$ cat src/rtl/game_pkg.sv
// Shared definitions for the match controller: phase and winner encodings,
// default timing parameters and small helpers used by the RTL and bench.
package game_pkg;

  typedef enum logic [2:0] {
    IDLE      = 3'd0,
    COUNTDOWN = 3'd1,
    FIGHT     = 3'd2,
    GAME_OVER = 3'd3
  } phase_e;

  typedef enum logic [1:0] {
    WIN_NONE = 2'd0,
    WIN_P1   = 2'd1,
    WIN_P2   = 2'd2,
    WIN_DRAW = 2'd3
  } winner_e;

  localparam int unsigned DEF_COUNTDOWN_FRAMES = 180;
  localparam int unsigned DEF_STUN_FRAMES      = 16;
  localparam int unsigned DEF_ROUND_SECONDS    = 99;
  localparam int unsigned DEF_FRAME_HZ         = 60;
  localparam int unsigned DEF_START_LIVES      = 3;

  // Bits needed to hold the values 0..n, never less than one.
  function automatic int ctr_width(input int unsigned n);
    return (n < 1) ? 1 : $clog2(n + 1);
  endfunction

  function automatic logic [1:0] dec_sat(input logic [1:0] v);
    return (v == 2'd0) ? 2'd0 : v - 2'd1;
  endfunction

  // A player at zero always has fewer lives unless both are at zero, so one
  // comparison covers both the knockout and the timeout verdict.
  function automatic winner_e winner_by_lives(input logic [1:0] l1,
                                              input logic [1:0] l2);
    if (l1 > l2) return WIN_P1;
    if (l2 > l1) return WIN_P2;
    return WIN_DRAW;
  endfunction

endpackage

$ cat src/rtl/stun_timer.sv
// Per-player stun timer: a hit loads (or reloads) the frame counter, and the
// stun stays active until the clock after the counter has run down to zero.
module stun_timer
  import game_pkg::*;
#(
  parameter int unsigned STUN_FRAMES = DEF_STUN_FRAMES
) (
  input  logic clk,
  input  logic reset_n,
  input  logic clear,
  input  logic load,
  input  logic frame_tick,
  output logic active
);

  localparam int CW = ctr_width(STUN_FRAMES);

  logic [CW-1:0] cnt_q, cnt_d;
  logic          active_q, active_d;

  always_comb begin
    // NOTE: every signal gets a default first so no path leaves it unassigned (no latch).
    cnt_d    = cnt_q;
    active_d = active_q;
    if (clear) begin
      cnt_d    = '0;
      active_d = 1'b0;
    end else if (load) begin
      cnt_d    = CW'(STUN_FRAMES);
      active_d = 1'b1;
    end else if (active_q) begin
      if (cnt_q == '0) active_d = 1'b0;
      else if (frame_tick) cnt_d = cnt_q - 1'b1;
    end
  end

  // NOTE: state updates use non-blocking assignments so all flops sample together.
  always_ff @(posedge clk or negedge reset_n) begin
    if (!reset_n) begin
      cnt_q    <= '0;
      active_q <= 1'b0;
    end else begin
      cnt_q    <= cnt_d;
      active_q <= active_d;
    end
  end

  assign active = active_q;

endmodule

$ cat src/rtl/match_controller.sv
// Match sequencing for a two-player fighter: countdown, fight with lives,
// stuns and a round clock, then game over with a registered winner.
module match_controller
  import game_pkg::*;
#(
  parameter int unsigned COUNTDOWN_FRAMES = DEF_COUNTDOWN_FRAMES,
  parameter int unsigned STUN_FRAMES      = DEF_STUN_FRAMES,
  parameter int unsigned ROUND_SECONDS    = DEF_ROUND_SECONDS,
  parameter int unsigned FRAME_HZ         = DEF_FRAME_HZ,
  parameter int unsigned START_LIVES      = DEF_START_LIVES
) (
  input  logic       clk,
  input  logic       reset_n,
  input  logic       start,
  input  logic       frame_tick,
  input  logic       hit1_flag,
  input  logic       hit2_flag,
  output logic [2:0] phase,
  output logic       input_en,
  output logic       stun1,
  output logic       stun2,
  output logic [1:0] lives1,
  output logic [1:0] lives2,
  output logic [6:0] seconds_left,
  output logic [1:0] winner,
  output logic       det_clear
);

  localparam int CDW = ctr_width(COUNTDOWN_FRAMES);
  localparam int FW  = ctr_width(FRAME_HZ);
  localparam logic [FW-1:0] FRAME_LAST = (FRAME_HZ < 1) ? '0 : FW'(FRAME_HZ - 1);

  phase_e         phase_q, phase_d;
  winner_e        winner_q, winner_d;
  logic [CDW-1:0] cd_q, cd_d;
  logic [FW-1:0]  fcnt_q, fcnt_d;
  logic [6:0]     sec_q, sec_d;
  logic [1:0]     lives1_q, lives1_d, lives2_q, lives2_d;
  logic           det_clear_q, det_clear_d;
  logic           input_en_q, input_en_d;
  logic           hit1_prev_q, hit2_prev_q;
  logic           rise1, rise2, stun1_load, stun2_load, stun_clear;

  // Edge detection makes one hit cost one life however long the flag stays high.
  assign rise1 = hit1_flag & ~hit1_prev_q;
  assign rise2 = hit2_flag & ~hit2_prev_q;

  always_comb begin
    phase_d     = phase_q;
    winner_d    = winner_q;
    cd_d        = cd_q;
    fcnt_d      = fcnt_q;
    sec_d       = sec_q;
    lives1_d    = lives1_q;
    lives2_d    = lives2_q;
    det_clear_d = 1'b0;
    stun1_load  = 1'b0;
    stun2_load  = 1'b0;
    unique case (phase_q)
      IDLE: if (start) begin
        phase_d     = COUNTDOWN;
        lives1_d    = 2'(START_LIVES);
        lives2_d    = 2'(START_LIVES);
        sec_d       = 7'(ROUND_SECONDS);
        winner_d    = WIN_NONE;
        det_clear_d = 1'b1;
        cd_d        = CDW'(COUNTDOWN_FRAMES);
        fcnt_d      = '0;
      end
      COUNTDOWN: begin
        if (cd_q == '0) phase_d = FIGHT;
        else if (frame_tick) begin
          cd_d = cd_q - 1'b1;
          if (cd_q == CDW'(1)) phase_d = FIGHT;
        end
      end
      FIGHT: begin
        stun2_load = rise1;
        stun1_load = rise2;
        if (rise1) lives2_d = dec_sat(lives2_q);
        if (rise2) lives1_d = dec_sat(lives1_q);
        if (frame_tick) begin
          if (fcnt_q == FRAME_LAST) begin
            fcnt_d = '0;
            if (sec_q != 7'd0) sec_d = sec_q - 7'd1;
          end else begin
            fcnt_d = fcnt_q + 1'b1;
          end
        end
        if (lives1_d == 2'd0 || lives2_d == 2'd0 || sec_d == 7'd0) begin
          phase_d  = GAME_OVER;
          winner_d = winner_by_lives(lives1_d, lives2_d);
        end
      end
      GAME_OVER: if (!start) phase_d = IDLE;
      default: phase_d = IDLE;
    endcase
    input_en_d = (phase_d == FIGHT);
  end

  // Stuns only live inside FIGHT; leaving it wipes them even on a final hit.
  assign stun_clear = (phase_d != FIGHT);

  always_ff @(posedge clk or negedge reset_n) begin
    if (!reset_n) begin
      phase_q     <= IDLE;
      winner_q    <= WIN_NONE;
      cd_q        <= '0;
      fcnt_q      <= '0;
      sec_q       <= 7'(ROUND_SECONDS);
      lives1_q    <= 2'(START_LIVES);
      lives2_q    <= 2'(START_LIVES);
      det_clear_q <= 1'b0;
      input_en_q  <= 1'b0;
      hit1_prev_q <= 1'b0;
      hit2_prev_q <= 1'b0;
    end else begin
      phase_q     <= phase_d;
      winner_q    <= winner_d;
      cd_q        <= cd_d;
      fcnt_q      <= fcnt_d;
      sec_q       <= sec_d;
      lives1_q    <= lives1_d;
      lives2_q    <= lives2_d;
      det_clear_q <= det_clear_d;
      input_en_q  <= input_en_d;
      hit1_prev_q <= hit1_flag;
      hit2_prev_q <= hit2_flag;
    end
  end

  stun_timer #(.STUN_FRAMES(STUN_FRAMES)) u_stun1 (
    .clk        (clk),
    .reset_n    (reset_n),
    .clear      (stun_clear),
    .load       (stun1_load),
    .frame_tick (frame_tick),
    .active     (stun1)
  );

  stun_timer #(.STUN_FRAMES(STUN_FRAMES)) u_stun2 (
    .clk        (clk),
    .reset_n    (reset_n),
    .clear      (stun_clear),
    .load       (stun2_load),
    .frame_tick (frame_tick),
    .active     (stun2)
  );

  assign phase        = phase_q;
  assign winner       = winner_q;
  assign input_en     = input_en_q;
  assign lives1       = lives1_q;
  assign lives2       = lives2_q;
  assign seconds_left = sec_q;
  assign det_clear    = det_clear_q;

endmodule

$ cat config.mk
export PLATFORM = sky130hd
export DESIGN_NAME = match_controller
export DESIGN_NICKNAME = d
export VERILOG_FILES = /design/src/rtl/game_pkg.sv /design/src/rtl/stun_timer.sv /design/src/rtl/match_controller.sv
export SDC_FILE = /design/constraint.sdc
export NUM_CORES = 1
export LEC_CHECK = 0
export CORE_AREA = 8 8 81 83
export CTS_BUF_LIST = sky130_fd_sc_hd__clkbuf_16
export CTS_CLUSTER_DIAMETER = 120
export CTS_CLUSTER_SIZE = 16
export DETAILED_ROUTE_END_ITERATION = 6
export DIE_AREA = 0 0 89 91
export PLACE_DENSITY = 0.8
export SYNTH_ARGS = -nofsm -noshare
export SYNTH_HDL_FRONTEND = slang
export SYNTH_HIERARCHICAL = 1
export SYNTH_SLANG_ARGS = --single-unit
$ cat constraint.sdc
create_clock -name clk -period 3.2 [get_ports clk]
set_input_delay 0.64 -clock clk [delete_from_list [all_inputs] [get_ports clk]]
set_output_delay 0.64 -clock clk [all_outputs]
set_load 0.005 [all_outputs]
==> results of run 1 <==
==> power by group through the flow <==
stage               registers [mW]  clock network [mW]  logic (mW)
global placement             0.611                   0      0.0695
CTS                          0.600               0.535      0.0721
floorplan                    0.608                   0      0.0340
finish                       0.600               0.519      0.0706
detailed placement           0.611                   0      0.0712
global route                 0.602               0.561      0.0806
==> area by class of cell <==
type | count | area share, %
Multi-Input combinational cell | 208 | 43.3
Inverter | 18 | 2.20
Timing Repair Buffer | 29 | 8.96
Sequential cell | 46 | 37.8
Clock buffer | 5 | 4.07
Tap cell | 72 | 2.93
Clock inverter | 3 | 0.774
==> layer usage <==
layer | share of wire [%] | vias to the layer above | GRT usage, %
li1 | - | 1051 | -
met3 | 5.1 | 7 | 4.50
met5 | 0 | - | 0
met4 | 1.2 | 0 | 5.96
met2 | 46 | 57 | 22.4
met1 | 48 | 1046 | 19.9
==> placed cells by master (no fill, tap or decap), types with 6 or more instances in the layout <==
master and n:
a21oi_1 16, clkdlybuf4s50_1 24, dfrtp_1 38, dfstp_2 8, ha_1 9, inv_1 18, nand2_1 29, nand2b_1 9
nand3_1 11, nor2_1 28, nor3_1 6, o21ai_0 23
==> worst max-delay path by stage <==
| stage | from | endpoint | cells after the start |
|---|---|---|---|
| 6_report | seconds_left[0]$_DFFE_PN1P_ | u_stun2/cnt_q[2]$_DFFE_PN0P_ | 11 |
| 5_1_grt | seconds_left[0]$_DFFE_PN1P_ | u_stun1/cnt_q[2]$_DFFE_PN0P_ | 11 |
| 4_1_cts | seconds_left[0]$_DFFE_PN1P_ | u_stun1/cnt_q[2]$_DFFE_PN0P_ | 11 |
| 3_5_place_dp | frame_tick | u_stun1/cnt_q[0]$_DFFE_PN0P_ | 9 |
| 3_3_place_gp | frame_tick | u_stun1/cnt_q[0]$_DFFE_PN0P_ | 9 |
| 2_1_floorplan | seconds_left[0]$_DFFE_PN1P_ | u_stun2/cnt_q[2]$_DFFE_PN0P_ | 11 |
==> flip-flops by register name, indices dropped and copies added (netlist names), 2 cells and up <==
signal / count
phase: 3
u_stun2/cnt_q: 5
lives2: 2
u_stun1/cnt_q: 5
lives1: 2
seconds_left: 7
fcnt_q: 6
winner: 2
cd_q: 8
==> critical path, delay by kind of cell (launching register included) <==
kind | cells | cell delay [ns]
DFF | 1 | 0.61
adders and majority gates | 1 | 0.27
AOI/OAI and AO/OA | 6 | 1.33
buffers and inverters | 1 | 0.12
and+or+nand+nor | 3 | 0.50
==> through the flow <==
step / hold slack (ns) / power [mW] / instances / instance area (µm²)
after CTS: 0.508 / 1.21 / 381 / 3070
after global placement: 0.486 / 0.681 / 373 / 2920
after detailed placement: 0.498 / 0.682 / 373 / 2920
final: 0.515 / 1.19 / 381 / 3070
after floorplan: 0.344 / 0.643 / 276 / 2580
after global routing: 0.556 / 1.24 / 381 / 3070
==> cells by family after synthesis <==
group	count (synthesis)
other cells	1
fa+ha+maj	9
flops	46
buf+inv	22
mux	1
xor+xnor	8
compound gates	69
simple gates	120
==> flow_summary.ini, run 1 <==
[timing]
period_needed_ns = 2.94
tns_ns = 0
max_freq_mhz = 340
fin_worst_skew_ns = 0.00415
rsz0062_at_grt = false
finalHoldViolations = 0
worst_pin_slew_ns = 1.02
slew_viol_final = 0
period_share_pct = 91.8
slew_headroom_pct = 32.2
setup_violations = 0
worst_slack_ns = 0.262

[hold_path]
hold_class = reg -> reg
whs_path_depth = 2
whs_endpoint = lives2[1]$_DFFE_PN1P_
min_from = lives2[1]$_DFFE_PN1P_

[pwr]
switchingPower_uw = 279
combPwrFrac_pct = 5.9
seqPwrFrac_pct = 50.4
p_sw_share_pct = 23.5
clock_power_share_pct = 43.6
vdd_drop_max_v = 0.000257
leakage_nw = 1.31
p_int_uw = 911
p_per_area_nw_per_um2 = 388

[layout]
final_nets = 323
drive_gt1_share_pct = 11.7
multiInputGateArea_um2 = 1330
diodes = 0
nFillCells = 478
syn_to_final_growth_pct = 19.1
final_core_util_pct = 57.5
seq_area_um2 = 1160

[critical_path]
path_max_fanout = 8
r2r_start = seconds_left[0]$_DFFE_PN1P_
worstPathArrival_ns = 3.11
crit_required_ns = 3.37
max_stage_delay_ns = 0.61
r2r-end = u_stun2/cnt_q[2]$_DFFE_PN0P_
crit_chain = inv_1, ha_1, or2_2, a211o_1, a211o_1, o41ai_1, a31o_2, o22a_2, nor2_1, o211ai_1, nand2_1
slowest_stage = dfstp_2
critical_path.endpoint_type = flop
ff2ff_setup_slack_ns = 0.26
cpMostUsedCell = a211o_1
critical_path_class = reg -> reg
critPathLaunchType = flop
rr_worst_depth = 11

[clock_tree]
post_cts_buffers = 0
cts_tree = done
ctsResizeCount = 0
clkTransAtPathRegs_ns = 0.07
clk_path_buf_depth = 2
clkSinkCount = 46
cts_hold_buf = 0
cts_root_buf = clkbuf_16
clock_latency_ns = 0.29
cts_max_level = 2
numCtsBuffers = 5

[synth]
synth_common_cells = 38 x dfrtp_1, 29 x nand2_1, 28 x nor2_1
yosysSeqAreaShare_pct = 45.0
synth_top_area_share_pct = 36.9
postSynthCellCount = 276
synth_area_um2 = 2580
yosysWarningCount = 6
synth.most_common_cell = dfrtp_1
synth_fp_nets = 291
synth_cell_types = 56
synth-seq-cells = 46
synthFlopType = dfrtp_1
yosysTopAreaCell = dfrtp_1
synth_fa_ha_area_share_pct = 4.37
synth-xor-area-share_pct = 2.72
synth_compound_area_share_pct = 18.1
async_reset_ff_share_pct = 100
avgSynthCellArea_um2 = 9.34
synth_area_leaders = dfrtp_1 37%, dfstp_2 8.2%, o21ai_0 4.5%
synth_edf_count = 0
synth-simple-area-share_pct = 25.8
synth.area.mux_share_pct = 0.388
synth_top_family_by_area = simple AND/OR/NAND/NOR gates

[routing]
firstDrtPassIters = 6
drtIter0Drc = 121
drtAntennaViolNets = 0
wl_um = 5580
wl_per_cell_um = 14.6
dr_total_vias = 2161
drc = 0
post_drt_via_cell_ratio = 5.67

[global_route]
grt_start_max_net_pins = 47
grt_antenna_before_repair = 0
grt_overflow = 0
grt_pass1_vias = 2081
track_usage_pct = 15.1
grt_first_pass_wirelength_um = 9790

[floorplan]
start_util_pct = 48.3
core.rowCount = 27
dieHeight_um = 91
die_w_um = 89
die_area_um2 = 8100
core_um2 = 5340
io_pins = 26

[place]
dpl_worst_slack_ns = 0.179
hpwl_um = 4030
portBuffers = 25
gp_congestion = 0.832

[outcome]
status = finished, final reports clean

[job]
max_cap_violations = 0
Power figures use the tool's default switching activity.
==> run 2: changes to the inputs <==
--- a/config.mk
+++ b/config.mk
@@ -5,13 +5,15 @@
 export SDC_FILE = /design/constraint.sdc
 export NUM_CORES = 1
 export LEC_CHECK = 0
-export CORE_AREA = 8 8 81 83
+export CELL_PAD_IN_SITES_DETAIL_PLACEMENT = 1
+export CELL_PAD_IN_SITES_GLOBAL_PLACEMENT = 1
+export CORE_AREA = 8 8 86 88
 export CTS_BUF_LIST = sky130_fd_sc_hd__clkbuf_16
 export CTS_CLUSTER_DIAMETER = 120
 export CTS_CLUSTER_SIZE = 16
 export DETAILED_ROUTE_END_ITERATION = 6
-export DIE_AREA = 0 0 89 91
-export PLACE_DENSITY = 0.8
+export DIE_AREA = 0 0 94 96
+export PLACE_DENSITY = 0.88
 export SYNTH_ARGS = -nofsm -noshare
 export SYNTH_HDL_FRONTEND = slang
 export SYNTH_HIERARCHICAL = 1
==> flow_summary.ini, run 2 (synthesis results as in run 1) <==
[layout]
final_nets = 325
diodes = 0
final_common_cell = dfrtp_1
instances_no_fill = 388
largest_reg_flops = 8
syn_to_final_growth_pct = 21.7
drive_gt1_share_pct = 12.2
mostFrequentLayoutCells = 38 x dfrtp_1, 29 x nand2_1, 28 x nor2_1, 24 x clkdlybuf4s50_1, 23 x o21ai_0
largest-register = cd_q

[pwr]
leakage_nw = 1.34
vdd_drop_max_v = 0.000238
fin_total_pwr_mw = 1.36
p_per_area_nw_per_um2 = 433

[routing]
drtAntennaViolNets = 0
drtIter0Drc = 102
drc = 0
firstDrtPassIters = 4
post_drt_via_cell_ratio = 5.72
wl_per_cell_um = 17.9
dr_total_vias = 2220
wl_um = 6950

[timing]
period_share_pct = 92.8
tns_ns = 0
finalHoldViolations = 0
period_needed_ns = 2.97
fin_worst_skew_ns = 0.0109
setup_violations = 0
rsz0062_at_grt = false
max_freq_mhz = 337
slew_headroom_pct = 32.9
worst_pin_slew_ns = 1.01
slew_viol_final = 0

[clock_tree]
numCtsBuffers = 5
clk_path_buf_depth = 2
clkSinkCount = 46
cts_tree = done
clock_latency_ns = 0.29
post_cts_buffers = 0
ctsResizeCount = 0
cts_max_level = 2
clkTransAtPathRegs_ns = 0.07
cts_hold_buf = 0
cts_root_buf = clkbuf_16

[floorplan]
core_um2 = 6100
dieHeight_um = 96
die_w_um = 94
die_area_um2 = 9020
core.rowCount = 29
start_util_pct = 42.3
io_pins = 26

[global_route]
grt_start_max_net_pins = 47
grt_first_pass_wirelength_um = 11800
grt_pass1_vias = 2366
track_usage_pct = 16.3
grt_overflow = 0
grt_antenna_before_repair = 0

[outcome]
status = finished, final reports clean

[place]
hpwl_um = 4860
place_inst = 378
portBuffers = 25
gp_congestion = 0.806

[critical_path]
path_max_fanout = 8
critPathLaunchType = flop
critical_path_class = reg -> reg
worstPathArrival_ns = 3.15
critical_path.endpoint_type = flop
crit_required_ns = 3.38

[hold_path]
hold_class = reg -> reg

[job]
max_cap_violations = 0
-- run 2: metrics by stage --
| stage | setup slack [ns] | hold slack, ns | util, % | instance area [µm²] |
|---|---|---|---|---|
| after global routing | 0.0443 | 0.532 | 51.5 | 3140 |
| final | 0.232 | 0.495 | 51.5 | 3140 |
| after detailed placement | 0.0891 | 0.488 | 48.1 | 2930 |
| after floorplan | 0.564 | 0.344 | - | 2580 |
| after CTS | 0.178 | 0.496 | 51.2 | 3120 |
| after global placement | 0.212 | 0.488 | 48.1 | 2930 |
-- run 2: final timing paths --
path                                             start                      endpoint  slack [ns]  cells after the start
hold reg to reg                  lives2[1]$_DFFE_PN1P_         lives2[1]$_DFFE_PN1P_        0.50                      2
setup / recovery           seconds_left[0]$_DFFE_PN1P_  u_stun2/cnt_q[2]$_DFFE_PN0P_        0.23                     11
max in group asynchronous                      reset_n         fcnt_q[0]$_DFFE_PN0P_        2.05                      1
setup reg to reg           seconds_left[0]$_DFFE_PN1P_  u_stun2/cnt_q[2]$_DFFE_PN0P_        0.23                     11
hold / removal                   lives2[1]$_DFFE_PN1P_         lives2[1]$_DFFE_PN1P_        0.50                      2
min in group asynchronous                      reset_n           det_clear$_DFF_PN0_        0.51                      1
-- run 2: metal layers --
layer / vias to the layer above / track usage, % / wire (µm)
li1: 1057 / - / -
met1: 1112 / 20.5 / 3120
met2: 43 / 27.6 / 3530
met3: 8 / 2.42 / 200
met4: 0 / 6.47 / 102
met5: - / 0 / 0
-- run 2: critical path, cell delays in order, from the launching register on --
cell	delay, ns
dfstp_2	0.63
inv_1	0.13
ha_1	0.29
or2_2	0.31
a211o_1	0.29
a211o_1	0.29
o41ai_1	0.09
a31o_2	0.27
o22a_2	0.26
nor2_1	0.11
o211ai_1	0.13
nand2_1	0.07
-- run 2: area by class of cell --
| cell class | count | area [µm²] |
|---|---|---|
| Clock inverter | 3 | 68.8 |
| Multi-Input combinational cell | 208 | 1330 |
| Sequential cell | 46 | 1160 |
| Fill cell | 694 | 2960 |
| Clock buffer | 5 | 125 |
| Inverter | 18 | 67.6 |
| Timing Repair Buffer | 31 | 290 |
| Tap cell | 77 | 96.3 |
-- run 2: power by group --
part | leakage, nW | internal (mW) | switching (mW)
registers | 0.585 | 0.591 | 0.0114
clock network | 0.0940 | 0.449 | 0.230
logic | 0.664 | 0.0304 | 0.0462
==> run 3: changes to the inputs <==
--- a/config.mk
+++ b/config.mk
@@ -13,7 +13,8 @@
 export CTS_CLUSTER_SIZE = 16
 export DETAILED_ROUTE_END_ITERATION = 6
 export DIE_AREA = 0 0 94 96
-export PLACE_DENSITY = 0.88
+export PLACE_DENSITY_LB_ADDON = 0.1
+export SKIP_CTS_REPAIR_TIMING = 1
 export SYNTH_ARGS = -nofsm -noshare
 export SYNTH_HDL_FRONTEND = slang
 export SYNTH_HIERARCHICAL = 1
==> flow_summary.ini, run 3 (synthesis results as in run 1) <==
[outcome]
status = finished, final reports clean

[routing]
wl_um = 6850
firstDrtPassIters = 4
drtAntennaViolNets = 0
dr_total_vias = 2187
drc = 0
wl_per_cell_um = 17.6
drtIter0Drc = 73
post_drt_via_cell_ratio = 5.64

[floorplan]
die_area_um2 = 9020
io_pins = 26
core.rowCount = 29
start_util_pct = 42.3
die_w_um = 94
dieHeight_um = 96
core_um2 = 6100

[clock_tree]
cts_max_level = 2
clock_latency_ns = 0.29
numCtsBuffers = 5
clkTransAtPathRegs_ns = 0.06
clk_path_buf_depth = 2
cts_tree = done
clkSinkCount = 46
cts_root_buf = clkbuf_16

[global_route]
grt_antenna_before_repair = 0
grt_start_max_net_pins = 37
grt_first_pass_wirelength_um = 11800
track_usage_pct = 16.4
grt_pass1_vias = 2332
grt_overflow = 0

[critical_path]
worstPathArrival_ns = 3.09
critPathLaunchType = flop
critical_path.endpoint_type = flop
critical_path_class = reg -> reg
path_max_fanout = 8
ff2ff_setup_slack_ns = 0.28
crit_required_ns = 3.37

[timing]
worst_pin_slew_ns = 0.631
hold_ws_ns = 0.213
setup_violations = 0
rsz0062_at_grt = false
slew_viol_final = 0
finalHoldViolations = 0
fin_worst_skew_ns = 0.00752
slew_headroom_pct = 57.3
max_freq_mhz = 342
period_needed_ns = 2.92
tns_ns = 0
period_share_pct = 91.3

[pwr]
vdd_drop_max_v = 0.000192
leakage_nw = 1.32
p_per_area_nw_per_um2 = 382

[layout]
final_nets = 325
syn_to_final_growth_pct = 19.6
diodes = 0
mostFrequentLayoutCells = 38 x dfrtp_1, 29 x nand2_1, 28 x nor2_1, 24 x clkdlybuf4s50_1, 23 x o21ai_0
largest-register = cd_q
drive_gt1_share_pct = 11.6
largest_reg_flops = 8
final_common_cell = dfrtp_1

[hold_path]
hold_class = in -> async

[place]
hpwl_um = 5140
portBuffers = 25
gp_congestion = 0.849

[job]
max_cap_violations = 0
-- run 3: cell types whose count changed in the layout (fill, tap and decap cells not counted) --
cell | before | now
bufinv_16 | 2 | 0
inv_1 | 18 | 20
clkinv_4 | 1 | 0
clkinvlp_4 | 0 | 1
-- run 3: worst max-delay path, stage by stage (launching register included) --
cell      delay [ns]
dfstp_2         0.62
inv_1           0.12
ha_1            0.28
or2_2           0.29
a211o_1         0.29
a211o_1         0.28
o41ai_1         0.08
a31o_2          0.28
o22a_2          0.26
nor2_1          0.10
o211ai_1        0.12
nand2_1         0.08
-- run 3: final timing paths --
check	start	to	cells after the start
worst max-delay path	seconds_left[0]$_DFFE_PN1P_	u_stun1/cnt_q[2]$_DFFE_PN0P_	11
worst min-delay path	reset_n	fcnt_q[5]$_DFFE_PN0P_	1
worst max register to register	seconds_left[0]$_DFFE_PN1P_	u_stun1/cnt_q[2]$_DFFE_PN0P_	11
worst min register to register	lives2[1]$_DFFE_PN1P_	lives2[1]$_DFFE_PN1P_	2
max in group asynchronous	reset_n	lives1[1]$_DFFE_PN1P_	2
min in group clk	lives2[1]$_DFFE_PN1P_	lives2[1]$_DFFE_PN1P_	2
-- run 3: layer usage --
metal  GRT usage (%)  vias up  share of wire, %
li1                -     1054                 -
met3            3.28        7               3.4
met1            20.7     1089                46
met5               0        -                 0
met2            27.5       37                49
met4            5.28        0               1.4
-- run 3: where the power goes --
group / switching [mW] / internal (mW)
clock network: 0.218 / 0.284
registers: 0.0114 / 0.591
logic: 0.0452 / 0.0292
-- run 3: cell type report --
class / instances / area (µm²)
inverter: 18 / 67.6
timing repair buffer: 31 / 290
tap: 77 / 96.3
sequential: 46 / 1160
multi-input combinational: 208 / 1330
fill: 719 / 3010
clock buffer: 5 / 125
clock inverter: 3 / 15.0
-- run 3: stage by stage --
step	setup slack (ns)	area (µm²)	instances	util, %	power [mW]
final	0.280	3080	388	50.6	1.18
after global routing	0.0229	3080	388	50.6	1.22
after CTS	0.271	3080	388	50.6	1.20
after detailed placement	0.0116	2940	380	48.3	0.688
after global placement	0.185	2940	380	48.3	0.686
after floorplan	0.564	2580	276	-	0.643
